<file path="src/rtl/mdw_pkg.sv">
// Shared types and defaults for the missing_duplicated_word engine front end.
package mdw_pkg;
  localparam int unsigned MDW_W = 5;
  localparam int unsigned MDW_N = 17;
  localparam int unsigned MDW_R = 4;

  typedef logic [MDW_W-1:0]         w_t;
  typedef logic [$clog2(MDW_N)-1:0] id_t;
  typedef logic [$clog2(MDW_R)-1:0] rid_t;

  typedef enum logic [2:0] {
    IDLE  = 3'd0,
    LOAD  = 3'd1,
    START = 3'd2,
    ARM   = 3'd3,
    RUN   = 3'd4,
    RSP   = 3'd5
  } state_t;
endpackage

</file>
<file path="src/rtl/mdw_rr_arb.sv">
// R-way round-robin arbiter: first request at or after i_ptr, wrapping.
module mdw_rr_arb #(
  parameter int unsigned R = 4
) (
  input  logic [R-1:0]         i_req,
  input  logic [$clog2(R)-1:0] i_ptr,
  output logic [$clog2(R)-1:0] o_grant,
  output logic                 o_any
);
  localparam int unsigned RW = $clog2(R);
  localparam logic [RW:0] RV = (RW+1)'(R);

  logic [2*R-1:0] w_dbl;
  logic [RW:0]    w_j;

  // Doubling the vector turns the wrap-around search into a linear scan.
  assign w_dbl = {i_req, i_req};

  always_comb begin
    o_grant = '0;
    o_any   = 1'b0;
    w_j     = '0;
    for (int unsigned k = 0; k < R; k++) begin
      w_j = {1'b0, i_ptr} + (RW+1)'(k);
      if (!o_any && w_dbl[w_j]) begin
        o_any   = 1'b1;
        o_grant = (w_j >= RV) ? RW'(w_j - RV) : RW'(w_j);
      end
    end
  end
endmodule

</file>
<file path="src/rtl/missing_duplicated_word_sched.sv">
// Scheduler sharing one missing_duplicated_word engine between R requesters.
module missing_duplicated_word_sched
  import mdw_pkg::*;
#(
  parameter int unsigned W = MDW_W,
  parameter int unsigned N = MDW_N,
  parameter int unsigned R = MDW_R
) (
  input  logic                 clk,
  input  logic                 rst,
  input  logic [R-1:0]         req_vld,
  input  logic [R*W-1:0]       req_dat,
  output logic [R-1:0]         req_rdy,
  output logic                 rsp_vld,
  input  logic                 rsp_rdy,
  output logic [$clog2(R)-1:0] rsp_id,
  output logic [W-1:0]         rsp_dat,
  output logic                 eng_state_upt,
  output logic [$clog2(N)-1:0] eng_state_id,
  output logic [W-1:0]         eng_state_dat,
  output logic                 eng_cntrl_start,
  input  logic                 eng_cntrl_busy_r,
  input  logic [W-1:0]         eng_cntrl_dat_r
);
  localparam int unsigned RW = $clog2(R);
  localparam int unsigned IW = $clog2(N);
  localparam logic [IW-1:0] LAST  = IW'(N-1);
  localparam logic [RW-1:0] RLAST = RW'(R-1);

  state_t        r_state;
  logic [RW-1:0] r_ptr;
  logic [RW-1:0] r_grant;
  logic [IW-1:0] r_cnt;
  logic [R-1:0]  r_req_rdy;
  logic          r_rsp_vld;
  logic [RW-1:0] r_rsp_id;
  logic [W-1:0]  r_rsp_dat;
  logic          r_start;

  logic [RW-1:0] w_grant;
  logic          w_any;
  logic          w_vld_g;
  logic [W-1:0]  w_dat_g;
  logic [RW-1:0] w_ptr_nxt;
  logic [R-1:0]  w_onehot;

  mdw_rr_arb #(.R(R)) u_arb (
    .i_req   (req_vld),
    .i_ptr   (r_ptr),
    .o_grant (w_grant),
    .o_any   (w_any)
  );

  always_comb begin
    w_vld_g = 1'b0;
    w_dat_g = '0;
    for (int unsigned i = 0; i < R; i++) begin
      if (RW'(i) == r_grant) begin
        w_vld_g = req_vld[i];
        w_dat_g = req_dat[i*W +: W];
      end
    end
  end

  assign w_ptr_nxt = (w_grant == RLAST) ? '0 : w_grant + 1'b1;
  assign w_onehot  = {{(R-1){1'b0}}, 1'b1} << w_grant;

  // Table writes follow the granted word combinationally; the engine registers them.
  assign eng_state_upt   = (r_state == LOAD) && w_vld_g;
  assign eng_state_id    = r_cnt;
  assign eng_state_dat   = w_dat_g;
  assign eng_cntrl_start = r_start;
  assign req_rdy         = r_req_rdy;
  assign rsp_vld         = r_rsp_vld;
  assign rsp_id          = r_rsp_id;
  assign rsp_dat         = r_rsp_dat;

  always_ff @(posedge clk or negedge rst) begin
    if (!rst) begin
      r_state   <= IDLE;
      r_ptr     <= '0;
      r_grant   <= '0;
      r_cnt     <= '0;
      r_req_rdy <= '0;
      r_rsp_vld <= 1'b0;
      r_rsp_id  <= '0;
      r_rsp_dat <= '0;
      r_start   <= 1'b0;
    end else begin
      case (r_state)
        IDLE: begin
          if (w_any && !eng_cntrl_busy_r) begin
            r_grant   <= w_grant;
            r_ptr     <= w_ptr_nxt;
            r_cnt     <= '0;
            r_req_rdy <= w_onehot;
            r_state   <= LOAD;
          end
        end
        LOAD: begin
          if (w_vld_g) begin
            if (r_cnt == LAST) begin
              r_req_rdy <= '0;
              r_start   <= 1'b1;
              r_state   <= START;
            end else begin
              r_cnt <= r_cnt + 1'b1;
            end
          end
        end
        START: begin
          r_start <= 1'b0;
          r_state <= ARM;
        end
        // Skips one cycle so the busy-low left over from the previous scan is never seen.
        ARM: r_state <= RUN;
        RUN: begin
          if (!eng_cntrl_busy_r) begin
            r_rsp_dat <= eng_cntrl_dat_r;
            r_rsp_id  <= r_grant;
            r_rsp_vld <= 1'b1;
            r_state   <= RSP;
          end
        end
        RSP: begin
          if (rsp_rdy) begin
            r_rsp_vld <= 1'b0;
            r_state   <= IDLE;
          end
        end
        default: r_state <= IDLE;
      endcase
    end
  end

  a_rdy_onehot: assert property (@(posedge clk) disable iff (!rst) $onehot0(req_rdy));
  a_start_idle: assert property (@(posedge clk) disable iff (!rst)
    eng_cntrl_start |-> !eng_cntrl_busy_r);
  a_rsp_hold: assert property (@(posedge clk) disable iff (!rst)
    (rsp_vld && !rsp_rdy) |=> (rsp_vld && $stable(rsp_id) && $stable(rsp_dat)));
endmodule
</file>
<file path="config.mk">
export PLATFORM = sky130hd
export DESIGN_NAME = missing_duplicated_word_sched
export DESIGN_NICKNAME = d
export VERILOG_FILES = /design/src/rtl/mdw_pkg.sv /design/src/rtl/mdw_rr_arb.sv /design/src/rtl/missing_duplicated_word_sched.sv
export SDC_FILE = /design/constraint.sdc
export NUM_CORES = 1
export LEC_CHECK = 0
export BUFFER_PORTS_ARGS = -buffer_cell sky130_fd_sc_hd__buf_2
export CAP_MARGIN = 20
export CORE_UTILIZATION = 35
export CTS_CLUSTER_SIZE = 24
export DETAILED_ROUTE_END_ITERATION = 12
export PLACE_DENSITY = 0.63
export SYNTH_ARGS = -nofsm -noshare
export SYNTH_HDL_FRONTEND = slang
export SYNTH_SLANG_ARGS = --single-unit
</file>
<file path="constraint.sdc">
create_clock -name clk -period 1.7 [get_ports clk]
set_input_delay 0.17 -clock clk [delete_from_list [all_inputs] [get_ports clk]]
set_output_delay 0.17 -clock clk [all_outputs]
set_load 0.05 [all_outputs]
</file>
* Yosys cells after proc, flatten, opt, wreduce, memory -nomap -nowiden
Index checks and enable logic that the tools add are counted. W data, S select, Z words.
Storage, ports and cells: flip-flop bits (word level) 25, output and inout bits 24, logic and storage cells 114
Operators by class: $add $sub $neg 9, order comparisons 8, equal/unequal tests 16, shift operators 1, muxes and demuxes 49, bitwise gates (word level) 1, reductions and logical operators 21
Operators by type and width (number):
- $mux W5 | 7
- $mux W2 | 9
- $pmux W3 S6 | 1
- $mux W1 | 16
- $mux W3 | 5
- $lt A3 B4 Y1 const B | 3
- $mux W4 | 3
- $ne A2 B2 Y1 const B | 5
- $pmux W5 S2 | 1
- $bmux W1 S3 | 3
- $ge A3 B3 Y1 const B | 3
- $pmux W4 S2 | 1
- $reduce_and A4 Y1 | 2
- $sub A2 B1 Y2 const B | 4
- $add A2 B2 Y3 const B | 2
- $eq A3 B2 Y1 const B | 2
- $eq A3 B3 Y1 const B | 2
- $reduce_and A3 Y1 | 2
- $reduce_bool A2 Y1 | 3
- $add A5 B1 Y5 const B | 1
- $eq A5 B5 Y1 const B | 1
- $logic_and A1 B1 Y1 | 5
- $reduce_and A5 Y1 | 1
- $eq A2 B2 Y1 const A | 2
- other kinds (16) | 21

* Longest topological paths before layout
Gate-level depths: netlist of the first run.
depth in word-level cells 15, gate-level depth with buffers 7

* By module
Synthesis of the first run repeated with hierarchy kept, for this count alone.
Unflattened totals: cell total of the unflattened synthesis 137, area, all modules 1483.9 um^2
Modules (own cells, without submodules):
- missing_duplicated_word_sched | times used 1, cells each 125, area an instance 1410.1 um^2, seq. area each 625.6 um^2
- mdw_rr_arb | times used 1, cells each 12, area an instance 73.8 um^2, seq. area each 0.0 um^2

* Least setup slack after synthesis of the first run
No wires, ideal clock.
kind register to register, start point register r_cnt[0] (netlist: eng_state_id[0]), end point register r_state[1], data arrival time 1.673 ns, path slack -0.097 ns, stages on the path, launching flop included 7, path buffers 1, clock period less this slack 1.797 ns, path through dfrtp_1 inv_1 ha_1 and4bb_2 and3_1 buf_6 or2_1
Between the ends: word-level cells in the longest chain between the ends 3
Ends and longest elaborated chain:
- start, declared | line missing_duplicated_word_sched.sv:33 | logic [IW-1:0] r_cnt;
- start signal, assigned | line missing_duplicated_word_sched.sv:107 | r_cnt <= r_cnt + 1'b1;
- $eq A5 B5 Y1 | line missing_duplicated_word_sched.sv:102 | if (r_cnt == LAST) begin
- $ne A2 B1 Y1 (no line)
- $reduce_and A5 Y1 (no line)
- end signal, assigned | line missing_duplicated_word_sched.sv:105 | r_state <= START;
- end signal, assigned | line missing_duplicated_word_sched.sv:113 | r_state <= ARM;
- end signal, assigned | line missing_duplicated_word_sched.sv:116 | ARM: r_state <= RUN;
- end, declared | line missing_duplicated_word_sched.sv:30 | state_t r_state;
No other way between the ends. A chain may end at the register's enable or synchronous reset.

* Worst setup path in the final report of the first run
start point register r_grant[1], end point output eng_state_upt
Between the ends: word-level cells in the longest chain between the ends 6
Ends and longest elaborated chain:
- start, declared | line missing_duplicated_word_sched.sv:32 | logic [RW-1:0] r_grant;
- start signal, assigned | line missing_duplicated_word_sched.sv:93 | r_grant <= w_grant;
- $logic_not A2 Y1 | line missing_duplicated_word_sched.sv:58 | if (RW'(i) == r_grant) begin
- $mux W1 (3 in series) | line missing_duplicated_word_sched.sv:58
- $mux W1 * | line missing_duplicated_word_sched.sv:58
- $logic_and A1 B1 Y1 * | line missing_duplicated_word_sched.sv:69 | assign eng_state_upt = (r_state == LOAD) && w_vld_g;
- end, declared | line missing_duplicated_word_sched.sv:18 | output logic eng_state_upt,
Mark *: on every way between the ends. The rest lies on a longest branch, timed or not.

==> results.ini, run 1 <==
[drt]
first_pass_iters = 4
wirelength_um = 3350
drc = 0
ant_nets = 0
vias = 1248
drt_iter0_drc = 44
wl_per_cell_um = 13.2
via_per_inst = 4.93

[sta]
slew-limit-headroom = 0.631
tightest_slew_ns = 0.553
hold_viol = 0
fmax_ghz = 0.587
drv_slew = 0
setup_ws_ns = -0.00236
setup_viol_count_final = 1
tns_ns = -0.00236
layout_min_cycle_time_ns = 1.70
finalClockSkew_ns = 0.00460
rsz0062_at_grt = true
finalCritPeriodShare = 1.00

[run_status]
violations = setup timing
outcome = finished with violations

[global_route]
antenna_found_initial = 0
grt_pass1_wl_um = 5540
track_usage = 0.163
grt_pass1_vias = 1246
grt_max_degree = 26
grt_overflow = 0

[yosys]
ys_seq_area_frac = 0.426
synth_area_leaders = dfrtp_1, mux4_1, mux2_2, ha_1, nand2_1
yosysTopAreaCell = dfrtp_1
yosysWarnings = 0
syn_area_sq_um = 1470
syn_avg_cell_area_sq_um = 11.2
synth_nets = 170
ys.flop_type = dfrtp_1
syn_inst = 131
synth_common_cells = dfrtp_1, nand2_1, inv_1, mux2_2, nor2_1
ys_ff_latch = 25
synth.distinct_cells = 37
synth.most_common_cell = dfrtp_1
synthArstFlopShare = 1.00
synth-edff-count = 0
synth_top_area_frac = 0.426

[final_layout]
layout.cells.non_filler = 253
antenna_cells = 0
fillers = 415
final_nets = 243
areaGrowthSynthToFinish_pct = 37.0
drive_above_1_share = 0.542
regArea_sq_um = 629
multi_input_area_sq_um = 772

[die]
num_rows = 23
die_area_sq_um = 4460
initial_utilization = 0.365
core_area_sq_um = 4030
pin_count = 57
die_height_um = 66.8
die_width_um = 66.8

[power]
finalPower_mw = 3.69
power.density_nw_per_um2 = 1830
leakagePower_nw = 1.06
p_switching_mw = 1.79
p_sw_frac = 0.485
share_comb_of_total_power = 0.636
power_frac_seq = 0.267
p_int_mw = 1.90
vdd_drop_max_mv = 0.862
clkPwrFrac = 0.097

[worst_setup_path]
crit_path_start_kind = register
critPathKind = reg2out
worstPathRequired_ns = 1.53
end_kind = output port
cp_data_arrival_time_ns = 1.53
path_max_fanout = 2

[placed_design]
dpl.hpwl_um = 2610
dp.cells = 245
io_buffers = 56
gp_congestion = 0.802

[cts]
cts_buffers = 3
root_buffer = clkbuf_8
cts.sinks = 25
clock_latency_ns = 0.27
clk_pin_slew_ns = 0.09
cts_tree = yes
clockBufferDepth = 2
h-tree-depth = 1

[hold_path]
hp-class = in2reg

[flow_run]
maxCapViolCount = 0

[cell usage in the layout (no fill, tap or decap), drive strengths merged]
master,n
a21oi,5
a221o,2
a22oi,1
a2bb2o,1
a31oi,1
a32oi,1
and2,3
and3,4
and4bb,1
buf,73
clkbuf,3
clkinv,1
dfrtp,25
dlygate4sd3,1
ha,6
inv,9
mux2,9
mux2i,6
mux4,6
nand2,18
nand3,2
nand4,1
nor2,7
nor2b,2
nor3b,2
o21ai,6
o21bai,1
o22ai,1
o311ai,1
o31ai,1
or2,1
or4,1
or4bb,1
[routing by layer]
metal / part of all wire / global-route usage / up-vias
li1: - / - / 609
met1: 0.45 / 0.197 / 608
met2: 0.50 / 0.295 / 29
met3: 0.046 / 0.0394 / 2
met4: 0.0030 / 0.0239 / 0
met5: 0 / 0 / -
[path summary, 6_finish.rpt]
check | cells after the start | from | end | slack (ns)
max in group asynchronous | 2 | rst | eng_state_id[1] | 0.86
max reg2reg | 6 | r_ptr[0] | r_ptr[1] | 0.03
min | 2 | eng_cntrl_dat_r[0] | rsp_dat[0] | 0.13
min in group asynchronous | 2 | rst | rsp_dat[1] | 0.43
max | 3 | r_grant[1] | eng_state_upt | -0.002
min reg2reg | 1 | rsp_id[1] | rsp_id[1] | 0.51
[timing repair]
item | CTS | global route
buffers inserted | 1 | 2
hold buffers | 1 | 0
endpoints found under the setup margin | 6 | 11
endpoints found under the hold margin | 25 | 0
gates resized for setup | 15 | 10
[final cells by class]
cell class / count / share of cell area
Sequential cell: 25 / 0.313
Tap cell: 50 / 0.0311
Clock buffer: 3 / 0.0205
Timing Repair Buffer: 74 / 0.233
Inverter: 9 / 0.0168
Multi-Input combinational cell: 91 / 0.384
Clock inverter: 1 / 0.00249
[sequential cells by signal (all words and copies together) (netlist names)]
signal,cells
eng_state_id,5
rsp_id,2
req_rdy,4
r_grant,2
r_ptr,2
eng_cntrl_start,1
rsp_vld,1
r_state,3
rsp_dat,5
[through the flow]
| stage | utilization | cell area [sq um] | setup WS [ns] | hold slack [ns] |
|---|---|---|---|---|
| detailed placement | 0.470 | 1900 | 0.0112 | 0.196 |
| global placement | 0.470 | 1900 | 0.0381 | 0.198 |
| CTS | 0.494 | 1990 | -0.0266 | 0.124 |
| floorplan | - | 1480 | 0.0121 | -0.126 |
| global route | 0.499 | 2010 | -0.0490 | 0.127 |
| finish | 0.499 | 2010 | -0.00236 | 0.128 |
[power groups by stage]
stage	clock network (mW)	registers (mW)	logic [mW]
after floorplan	0	1.49	1.06
after global placement	0	0.988	2.12
after detailed placement	0	0.994	2.14
after CTS	0.366	0.988	2.29
after global routing	0.382	1.03	2.52
final	0.357	0.985	2.34
[cell families (layout without fill, tap and decap cells)]
logic type	after synthesis	after routing	synth area share
adders and majority gates	6	6	0.0511
AOI/OAI and AO/OA	21	21	0.0937
and+or+nand+nor	43	43	0.161
muxes	21	21	0.215
DFF	25	25	0.426
buffers and inverters	15	87	0.0537
[worst max-delay path: stages, from the launching register on]
cell and delay (ns):
dfrtp_1 0.39, mux4_2 0.54, and2_4 0.19, buf_6 0.14
Power figures use the tool's default switching activity.
==> run 2, diff against run 1 <==
--- a/config.mk
+++ b/config.mk
@@ -5,12 +5,13 @@
 export SDC_FILE = /design/constraint.sdc
 export NUM_CORES = 1
 export LEC_CHECK = 0
+export ABC_AREA = 1
 export BUFFER_PORTS_ARGS = -buffer_cell sky130_fd_sc_hd__buf_2
 export CAP_MARGIN = 20
-export CORE_UTILIZATION = 35
+export CORE_UTILIZATION = 40
 export CTS_CLUSTER_SIZE = 24
 export DETAILED_ROUTE_END_ITERATION = 12
-export PLACE_DENSITY = 0.63
+export PLACE_DENSITY = 0.68
 export SYNTH_ARGS = -nofsm -noshare
 export SYNTH_HDL_FRONTEND = slang
 export SYNTH_SLANG_ARGS = --single-unit
==> run 2 against run 1 <==
Compared with the run above:
- the run still ends with setup timing left
- clock power increased by 1%
- utilization increased by 11 points
- fmax decreased by 8.2%
- critical path type is now reg2reg
- highest routed layer unchanged
==> results.ini, run 2 <==
[worst_setup_path]
crit_path_start_kind = register
reg2reg_depth = 14
end_kind = register
cp_data_arrival_time_ns = 2.05
path_max_fanout = 8
worstPathRequired_ns = 1.90
endpoint = r_ptr[1]
crit_path_start = r_ptr[0]
r2r-end = r_ptr[1]
critPathKind = reg2reg
regToRegStartpoint = r_ptr[0]
rrSetupSlack_ns = -0.16

[power]
power_frac_seq = 0.194
p_sw_frac = 0.535
share_comb_of_total_power = 0.739
p_int_mw = 2.52
finalPower_mw = 5.42
p_switching_mw = 2.90
power.density_nw_per_um2 = 2180
leakagePower_nw = 1.35
clkPwrFrac = 0.067
vdd_drop_max_mv = 1.07

[placed_design]
io_buffers = 56
dpl.hpwl_um = 2850
place_area_sq_um = 2170
gp_congestion = 0.837
dp_slack_ns = -0.252

[final_layout]
fillers = 364
final_cell_mix = nand2_1, buf_2, nand2_2
antenna_cells = 0
layout_commonest_cell = nand2_1
final_nets = 350
areaGrowthSynthToFinish_pct = 44.9
final_cell_area_sq_um = 2480
drive_above_1_share = 0.523

[die]
die_area_sq_um = 4550
die_height_um = 67.4
pin_count = 57
num_rows = 23
die_width_um = 67.4
core_area_sq_um = 4060
initial_utilization = 0.422

[drt]
wl_per_cell_um = 11.2
first_pass_iters = 4
via_per_inst = 4.78
vias = 1722
drc = 0
drt_iter0_drc = 53
ant_nets = 0
wirelength_um = 4020

[cts]
cts_tree = yes
clock_latency_ns = 0.28
root_buffer = clkbuf_8
clk_pin_slew_ns = 0.09
h-tree-depth = 1
cts_buffers = 3
cts.sinks = 25
clockBufferDepth = 2

[run_status]
outcome = finished with violations
violations = setup timing

[sta]
drv_slew = 0
slew-limit-headroom = 0.623
finalClockSkew_ns = 0.0113
hold_viol = 0
hold_ws_ns = 0.115
finalCritPeriodShare = 1.09
fmax_ghz = 0.539
setup_viol_count_final = 15
rsz0062_at_grt = true
setup_ws_ns = -0.155
tightest_slew_ns = 0.565
layout_min_cycle_time_ns = 1.86

[yosys]
syn_inst = 225
ys_seq_area_frac = 0.365
syn_area_sq_um = 1710
synth_top_area_frac = 0.365
yosysTopAreaCell = dfrtp_1
ys_ff_latch = 25
synth.most_common_cell = nand2_1
synth_common_cells = nand2_1, dfrtp_1, inv_1, nand3_1
ys.flop_type = dfrtp_1
synth-edff-count = 0
synthArstFlopShare = 1.00
synth_area_leaders = dfrtp_1, nand2_1, nand3_1, ha_1, inv_1
synth_nets = 264
yosysWarnings = 0
synth.distinct_cells = 27
syn_avg_cell_area_sq_um = 7.61

[global_route]
antenna_found_initial = 0
grt_overflow = 0
track_usage = 0.180
grt_max_degree = 26
grt_pass1_wl_um = 6240
grt_pass1_vias = 1465

[hold_path]
hp-start = eng_cntrl_dat_r[3]
hp-class = in2reg

[flow_run]
maxCapViolCount = 0

[run 2: worst min path at each step]
stage                            endpoint  slack (ns)  depth (start not counted)
final                          rsp_dat[3]        0.12                          2
after global routing           rsp_dat[3]        0.10                          2
after CTS                      rsp_dat[3]        0.11                          2
after detailed placement          rsp_vld        0.20                          1
after global placement         rsp_dat[3]        0.19                          1
after floorplan           eng_cntrl_start       -0.13                          0
[run 2: cell type report]
cell class / instances / area (sq um) / area share
Clock inverter: 1 / 7.51 / 0.00303
Multi-Input combinational cell: 170 / 1100 / 0.444
Sequential cell: 25 / 631 / 0.254
Tap cell: 50 / 62.6 / 0.0252
Inverter: 29 / 121 / 0.0489
Timing Repair Buffer: 82 / 515 / 0.208
Clock buffer: 3 / 41.3 / 0.0166
[run 2: cells by family (layout without fill, tap and decap cells)]
kind of cell    Yosys count  count (layout)  synth area share
buf+inv                  30             115            0.0745
xor+xnor                  3               3            0.0153
fa+ha+maj                 6               6            0.0438
simple gates            142             142             0.420
flops                    25              25             0.365
mux                       5               5            0.0329
compound gates           14              14            0.0482
[run 2: through the flow]
stage	setup TNS, ns	cells	utilization
floorplan	-0.182	225	-
global placement	-1.73	345	0.535
detailed placement	-2.17	345	0.535
CTS	-0.754	354	0.580
global route	-2.67	360	0.611
finish	-1.19	360	0.611
[run 2: timing repair]
action                                  4_1_cts  5_1_grt
pin swaps                                    14       14
resized for setup                            27       28
hold buffers                                  1        0
endpoints found under the setup margin       14       20
endpoints found under the hold margin        25        0
buffers inserted                              4        6
[run 2: worst max-delay path: stages (launching register included)]
cell	delay (ns)
dfrtp_2	0.51
inv_8	0.12
nand2_2	0.05
nand2_2	0.07
nand2_2	0.06
nand2_2	0.08
nor2_4	0.05
buf_6	0.11
nand2_2	0.06
nand2_2	0.06
o21ai_2	0.16
inv_2	0.07
ha_4	0.26
nand2_1	0.05
o21ai_2	0.05
[run 2: power by group through the flow]
stage | clock (mW) | combinational [mW] | sequential [mW]
floorplan | 0 | 1.97 | 1.44
global placement | 0 | 3.27 | 1.01
detailed placement | 0 | 3.29 | 1.03
CTS | 0.380 | 3.66 | 1.03
global route | 0.396 | 4.38 | 1.09
finish | 0.362 | 4.01 | 1.05
[run 2: metal layers]
layer  part of all wire  GRT usage  vias to the layer above
met3              0.057     0.0439                        9
li1                   -          -                      885
met5                  0          0                        -
met1               0.45      0.224                      778
met4              0.016     0.0319                        0
met2               0.47      0.315                       50
==> run 3, diff against run 2 <==
--- a/config.mk
+++ b/config.mk
@@ -8,10 +8,12 @@
 export ABC_AREA = 1
 export BUFFER_PORTS_ARGS = -buffer_cell sky130_fd_sc_hd__buf_2
 export CAP_MARGIN = 20
+export CORE_MARGIN = 2
 export CORE_UTILIZATION = 40
 export CTS_CLUSTER_SIZE = 24
 export DETAILED_ROUTE_END_ITERATION = 12
 export PLACE_DENSITY = 0.68
+export SKIP_CTS_REPAIR_TIMING = 1
 export SYNTH_ARGS = -nofsm -noshare
 export SYNTH_HDL_FRONTEND = slang
 export SYNTH_SLANG_ARGS = --single-unit
==> run 3 against run 2 <==
Compared with the run above:
- the run still ends with setup timing left
- final cell count shrank 0.56%
- wire length up 1.7%
- flip-flop and latch count stayed put
- count of clock-buffer cells in the layout stayed put
- utilization down 0.22 points
- combinational power about the same
- non-clock buffer count decreased by 2
- register-to-register slack is essentially flat
- worst setup slack worse by 0.0093 ns
==> results.ini, run 3 (synthesized netlist as in run 2, its figures left out) <==
[drt]
wl_per_cell_um = 11.4
vias = 1679
first_pass_iters = 4
ant_nets = 0
via_per_inst = 4.69
drt_iter0_drc = 61
drc = 0
wirelength_um = 4090

[worst_setup_path]
end_kind = register
crit_buf_inv = 3
cp_data_arrival_time_ns = 2.04
crit_family = flip-flops
slowest_delay_ns = 0.51
crit_path_start_kind = register
worstPathRequired_ns = 1.87
critPathSlowestCell = dfrtp_2
crit_path_frequent_cell = nand2_2
path_cells = inv_8 -> nand2_4 -> nand2_2 -> nand2_2 -> nand2_2 -> nor2_4 -> buf_6 -> nand2_2 -> nand2_2 -> o21ai_2 -> inv_2 -> ha_4 -> nand2_1 -> o21ai_1
path_max_fanout = 8
critPathKind = reg2reg

[sta]
layout_min_cycle_time_ns = 1.86
rsz0062_at_grt = true
finalClockSkew_ns = 0.00838
setup_ws_ns = -0.164
hold_viol = 0
hold_ws_ns = 0.128
fmax_ghz = 0.536
tightest_slew_ns = 0.583
slew-limit-headroom = 0.612
finalCritPeriodShare = 1.10
drv_slew = 0
setup_viol_count_final = 14

[power]
clkPwrFrac = 0.067
leakagePower_nw = 1.36
vdd_drop_max_mv = 1.12
finalPower_mw = 5.37
power_frac_seq = 0.193
power.density_nw_per_um2 = 2170
share_comb_of_total_power = 0.740
p_sw_frac = 0.540
p_switching_mw = 2.90
p_int_mw = 2.47

[final_layout]
multi_input_area_sq_um = 1120
final_cell_mix = nand2_1, buf_2, dfrtp_1
final_nets = 348
antenna_cells = 0
final_cell_area_sq_um = 2470
layout_commonest_cell = nand2_1
fillers = 373
regArea_sq_um = 631
areaGrowthSynthToFinish_pct = 44.3
drive_above_1_share = 0.513

[flow_run]
maxCapViolCount = 0

[cts]
clk_pin_slew_ns = 0.09
clock_latency_ns = 0.27
h-tree-depth = 1
clockBufferDepth = 2
root_buffer = clkbuf_8
cts.sinks = 25
cts_tree = yes
cts_buffers = 3

[run_status]
violations = setup timing
outcome = finished with violations

[die]
initial_utilization = 0.422
core_area_sq_um = 4060
die_width_um = 69.4
die_height_um = 69.4
die_area_sq_um = 4820
num_rows = 23
pin_count = 57

[hold_path]
hp-class = in2reg

[global_route]
grt_overflow = 0
grt_max_degree = 26
grt_pass1_vias = 1463
antenna_found_initial = 0
grt_pass1_wl_um = 6330
track_usage = 0.157

[placed_design]
dpl.hpwl_um = 2830
gp_congestion = 0.822
place_area_sq_um = 2160
io_buffers = 56

==> run 3: cell type report <==
type / instances / share of cell area
flip-flops and latches: 25 / 0.255
multi-input cells: 170 / 0.455
inverters: 29 / 0.0501
clock buffers: 3 / 0.0167
clock inverters: 1 / 0.00202
well taps: 50 / 0.0253
repair buffers: 80 / 0.196
==> run 3: worst paths after layout <==
check / from / end / slack (ns) / depth (start not counted)
min in group asynchronous: rst / eng_state_id[3] / 0.42 / 2
min reg2reg: req_rdy[1] / req_rdy[1] / 0.48 / 2
max in group asynchronous: rst / r_grant[0] / 0.85 / 2
max reg2reg: r_ptr[0] / r_ptr[1] / -0.16 / 14
max: r_ptr[0] / r_ptr[1] / -0.16 / 14
min: eng_cntrl_dat_r[1] / rsp_dat[1] / 0.13 / 2
==> run 3: layer usage <==
layer	GRT usage	vias up	wire length [um]
met5	0	-	0
met4	0.0261	0	41
met3	0.0422	7	225
met2	0.247	48	1920
met1	0.220	751	1900
li1	-	873	-
==> run 3: power by group through the flow <==
| stage | sequential [mW] | combinational, mW | clock, mW |
|---|---|---|---|
| floorplan | 1.44 | 1.97 | 0 |
| global placement | 1.01 | 3.26 | 0 |
| detailed placement | 1.02 | 3.28 | 0 |
| CTS | 1.01 | 3.30 | 0.372 |
| global route | 1.08 | 4.29 | 0.397 |
| finish | 1.03 | 3.98 | 0.360 |
==> run 3: stage by stage <==
| stage | TNS (ns) | utilization | cells | setup slack, ns |
|---|---|---|---|---|
| floorplan | -0.182 | - | 225 | -0.0876 |
| global placement | -1.63 | 0.533 | 344 | -0.208 |
| detailed placement | -2.21 | 0.533 | 344 | -0.253 |
| CTS | -2.66 | 0.545 | 348 | -0.276 |
| global route | -3.00 | 0.609 | 358 | -0.293 |
| finish | -1.39 | 0.609 | 358 | -0.164 |
==> run 3: worst reg2reg max path: cells and delay by family (launching register included) <==
family	cells	cell delay [ns]
AO/OA/AOI/OAI	2	0.21
adder cells (fa/ha/maj)	1	0.23
flip-flops	1	0.51
buffers and inverters	3	0.34
AND/OR/NAND/NOR	8	0.47
